$ cat src/rtl/median_frame_ctrl.sv
// median_frame_ctrl: streams one frame from source RAM through the median filter and writes its results.
module median_frame_ctrl #(
    parameter int IMG_W  = 64,
    parameter int IMG_H  = 64,
    parameter int ADDR_W = 12,
    parameter int PRIME  = 8
) (
    input  logic              clk,
    input  logic              rst,
    input  logic              start,
    input  logic              hold,
    output logic              busy,
    output logic              done,
    output logic              err,
    output logic              rd_en,
    output logic [ADDR_W-1:0] rd_addr,
    input  logic [7:0]        rd_data,
    output logic [7:0]        flt_pixel,
    output logic              flt_valid,
    input  logic [7:0]        flt_result,
    input  logic              flt_result_valid,
    output logic              wr_en,
    output logic [ADDR_W-1:0] wr_addr,
    output logic [7:0]        wr_data
);
    localparam logic [ADDR_W:0] N_L    = (ADDR_W+1)'(IMG_W*IMG_H);
    localparam logic [ADDR_W:0] LAST   = (ADDR_W+1)'(IMG_W*IMG_H-1);
    localparam logic [ADDR_W:0] WR_END = (ADDR_W+1)'(IMG_W*IMG_H-PRIME);
    localparam logic [ADDR_W:0] P_L    = (ADDR_W+1)'(PRIME);
    localparam logic [ADDR_W:0] ONE    = (ADDR_W+1)'(1);

    typedef enum logic [1:0] {IDLE, FETCH, DRAIN, DONE} state_t;

    state_t          state, nxt;
    logic [ADDR_W:0] rd_cnt, res_cnt, wr_cnt;
    logic            accept, result, keep;

    always_comb begin
        accept    = state == IDLE && start;
        busy      = state == FETCH || state == DRAIN;
        done      = state == DONE;
        rd_en     = state == FETCH && !hold;
        rd_addr   = rd_en ? rd_cnt[ADDR_W-1:0] : '0;
        flt_pixel = flt_valid ? rd_data : '0;
        result    = busy && flt_result_valid;
        keep      = result && res_cnt >= P_L;
        wr_en     = keep;
        wr_addr   = keep ? wr_cnt[ADDR_W-1:0] : '0;
        wr_data   = keep ? flt_result : '0;
        nxt = state == IDLE  ? (start ? FETCH : IDLE) :
              state == FETCH ? (rd_en && rd_cnt == LAST ? DRAIN : FETCH) :
              state == DRAIN ? (wr_cnt == WR_END ? DONE : DRAIN) : IDLE;
    end

    always_ff @(posedge clk) begin
        if (rst) begin
            state     <= IDLE;
            rd_cnt    <= '0;
            res_cnt   <= '0;
            wr_cnt    <= '0;
            flt_valid <= 1'b0;
            err       <= 1'b0;
        end else begin
            state     <= nxt;
            flt_valid <= rd_en;
            if (accept) begin
                rd_cnt  <= '0;
                res_cnt <= '0;
                wr_cnt  <= '0;
            end
            if (rd_en) rd_cnt <= rd_cnt + ONE;
            if (result) res_cnt <= res_cnt + ONE;
            if (keep) wr_cnt <= wr_cnt + ONE;
            // a result arriving while idle, or beyond the frame's pixel count, is a protocol error
            err <= (err && !accept) || (flt_result_valid && state == IDLE) || (result && res_cnt >= N_L);
        end
    end
endmodule
$ cat config.mk
export PLATFORM = sky130hd
export DESIGN_NAME = median_frame_ctrl
export DESIGN_NICKNAME = d
export VERILOG_FILES = /design/src/rtl/median_frame_ctrl.sv
export SDC_FILE = /design/constraint.sdc
export NUM_CORES = 1
export LEC_CHECK = 0
export CAP_MARGIN = 25
export CORE_MARGIN = 2
export CORE_UTILIZATION = 53
export DETAILED_ROUTE_END_ITERATION = 8
export PLACE_DENSITY = 0.86
export RECOVER_POWER = 25
export SLEW_MARGIN = 20
export SYNTH_ARGS = -nofsm -noshare
export SYNTH_HDL_FRONTEND = slang
export SYNTH_SLANG_ARGS = --single-unit
$ cat constraint.sdc
create_clock -name clk -period 3.5 [get_ports clk]
set_clock_uncertainty 0.1 [all_clocks]
set_input_delay 0.525 -clock clk [delete_from_list [all_inputs] [get_ports clk]]
set_output_delay 0.525 -clock clk [all_outputs]
set_load 0.01 [all_outputs]
==> metrics.md <==
| Metric | Value |
|---|---|
| Mean post-synth cell area | `between 8 and 9 sq um` |
| Clock share of power | `40.3%` |
| Core area | `around 4700 sq um` |
| Part of the cycle the worst path needs | `89.0%` |
| Via/cell ratio | `5.87` |
| Final setup fails | `0` |
| Global Route Usage Sum | `23.5%` |
| Ys flop type | `dfxtp_1` |
| Vias in the first global route | `approximately 2300` |
| Sw Ratio | `about 24%` |
| Ys async rst share | `0%` |
| Initial DRC count | `about 130` |
| Die width | `about 73 microns` |
| Yosys cell types | `46` |
| Gates resized, CTS repair | `0` |
| Initial Utilization | `between 50% and 60%` |
| Final number of hold-violating endpoints | `0` |
| Outcome | `completed` |
| Startpoint Class | `primary input` |
| Io pins | `between 60 and 70` |
| Mean routed wirelength per cell | `roughly 14 microns` |
| Num CTS Buffers | `5` |
| Routed WL | `about 6.1 mm` |
| # DRC | `0` |
| Die Height | `73.3 microns` |
| DRT antenna net count | `0` |
| Pre-antenna DRT Iters | `5` |
| Post-synthesis register bit count | `43` |
| Power Internal | `around 0.00075 W` |
| Post-CTS setup buffers | `0` |
| Area fraction of the dominant cell type after synthesis | `about a third` |
| Gate power share | `approximately a tenth` |
| Worst Tran Pin Value | `658 ps` |
| Share of layout cells above drive strength 1 | `under 10%` |
| First-pass GRT wire length | `around 10 mm` |
| Leakage | `around 1.2 nW` |
| Synth area leaders | `dfxtp_1, and2_1, ha_1, nor2_1, a21oi_1` |
| Initial antenna violation count | `0` |
| Tmin final | `approximately 3100 ps` |
| Util after Layout | `about 71%` |
| GRT overflow | `0` |
| RSZ-0062 raised after global routing | `false` |
| Peak VDD IR | `233 uV` |
| P_sw | `0.000238 W` |
| Clk slew on worst S/H paths | `roughly 90 ps` |
| Detailed Place HPWL | `4.38 mm` |
| CP arrival | `between 2000 and 2500 ps` |
| CTS tree | `done` |
| Worst Hold Class | `reg2reg` |
| Max transition margin | `a little under three fifths` |
| Worst Hold Depth | `1` |
| Max Slew Vio Count | `0` |
| Via count | `around 2500` |
| Row count | `25` |
| WHS | `401 ps` |
| CTS Sinks | `43` |
| Input/output buffers | `66` |
| WS Path Type | `in2out` |
| Post-CTS Hold Fix Bufs | `0` |
| Mapped cell area | `2550 sq um` |
| Routability Congestion | `roughly 0.84` |
| Fill count | `roughly 390` |
| Diodes inserted | `0` |
| Post-synth EDFFs | `0` |
| Worst path required time | `between 2000 and 3000 ps` |
| Gate Count Post-Synth | `318` |
| Max-cap violations | `0` |
| CTS root buffer | `clkbuf_8` |
| Yosys warns | `0` |
| Clk_lat worst skew | `roughly 300 ps` |
| Fin cells | `about 430` |
| Syn-to-layout area delta | `30.9%` |
| Sequential share of the synthesized area | `~34%` |
| Area leader, netlist | `dfxtp_1` |
| Placed cells | `~420` |
| Power Density | `around 300 nW/um^2` |
| Worst-case reg-to-reg path depth | `7` |
| Worst setup EP type | `output port` |
| Largest net degree at the start of global routing | `29` |
| H-tree depth | `2` |
| Clk buf depth | `2` |
| Crit path max fanout | `28` |
| Setup TNS | `0 ps` |
| Net count after synthesis | `about 350` |
| Peak Freq | `321 MHz` |
| Die area | `5380 sq um` |
| Nets | `407` |
| Sequential fraction of design power | `50.5%` |
-- final timing paths --
check / startpoint / endpoint / slack (ps)
setup reg to reg: state[1] / state[1] / 1040
setup / recovery: hold / rd_addr[10] / 380
hold / removal: wr_cnt[12] / wr_cnt[12] / 400
hold reg to reg: wr_cnt[12] / wr_cnt[12] / 400
-- power by group through the flow --
stage,clock [W],combinational (W),sequential (W)
after floorplan,0,0.0000475,0.000508
after global placement,0,0.0000910,0.000508
after detailed placement,0,0.0000928,0.000509
after CTS,0.000402,0.0000933,0.000497
after global routing,0.000419,0.0000998,0.000498
final,0.000396,0.0000911,0.000497
-- metal layers --
layer / track usage [%] / part of all wire [%] / vias up
li1: - / - / 1278
met1: 29.6 / 44 / 1171
met2: 40.3 / 50 / 79
met3: 4.94 / 5.1 / 7
met4: 7.07 / 1.0 / 0
met5: 0 / 0 / -
-- layout make-up --
type	instances	area [sq um]	area share, %
clock buffer	5	68.8	2.06
clock inverter	3	43.8	1.31
multi-input combinational	245	1570	46.9
tap	54	67.6	2.03
sequential	43	861	25.8
inverter	12	45.0	1.35
timing repair buffer	70	683	20.5
-- worst max-delay path, stage by stage --
cell and delay, ps:
clkdlybuf4s50_1 400, nand2b_1 260, inv_1 550, and2_1 220
clkdlybuf4s50_1 530
-- layout by cell type (no fill, tap or decap), types with 5 or more instances in the layout --
cell type,n
nand4_1,9
clkbuf_8,5
o21ai_0,12
inv_1,12
nand3_1,16
ha_1,9
dfxtp_1,43
nand2_1,22
a21oi_1,18
a311oi_1,6
and2_1,40
a31oi_1,14
clkdlybuf4s50_1,62
nor2_1,26
and3_1,8
or3_1,8
nor3_1,5
-- through the flow --
step / area (sq um) / setup slack [ps] / power [W]
5_1_grt: 3330 / 212 / 0.00102
3_5_place_dp: 3230 / 492 / 0.000601
4_1_cts: 3340 / 393 / 0.000992
2_1_floorplan: 2550 / 1280 / 0.000556
3_3_place_gp: 3230 / 545 / 0.000599
6_report: 3330 / 383 / 0.000984
-- synthesized netlist by cell type (9+ instances only) --
master / instances
dfxtp_1: 43
and2_1: 41
nor2_1: 26
nand2_1: 22
a21oi_1: 18
nand3_1: 16
clkbuf_1: 15
a31oi_1: 14
o21ai_0: 12
inv_1: 11
ha_1: 9
nand4_1: 9
-- logic make-up (layout without fill, tap and decap cells) --
kind of cell,Yosys count,in the layout,share of synthesized area (%)
AO/OA/AOI/OAI,77,77,20.8
XOR/XNOR,2,2,0.688
AND/OR/NAND/NOR,154,154,34.0
flip-flops,43,43,33.8
multiplexers,3,3,1.33
buffers and inverters,30,90,5.01
adder cells (fa/ha/maj),9,9,4.42
-- registers in the layout, summed over array words and instances, names as in the netlist --
name	count
err	1
rd_cnt	13
res_cnt	13
flt_valid	1
wr_cnt	13
state	2
(Power assumes the default switching activity.)
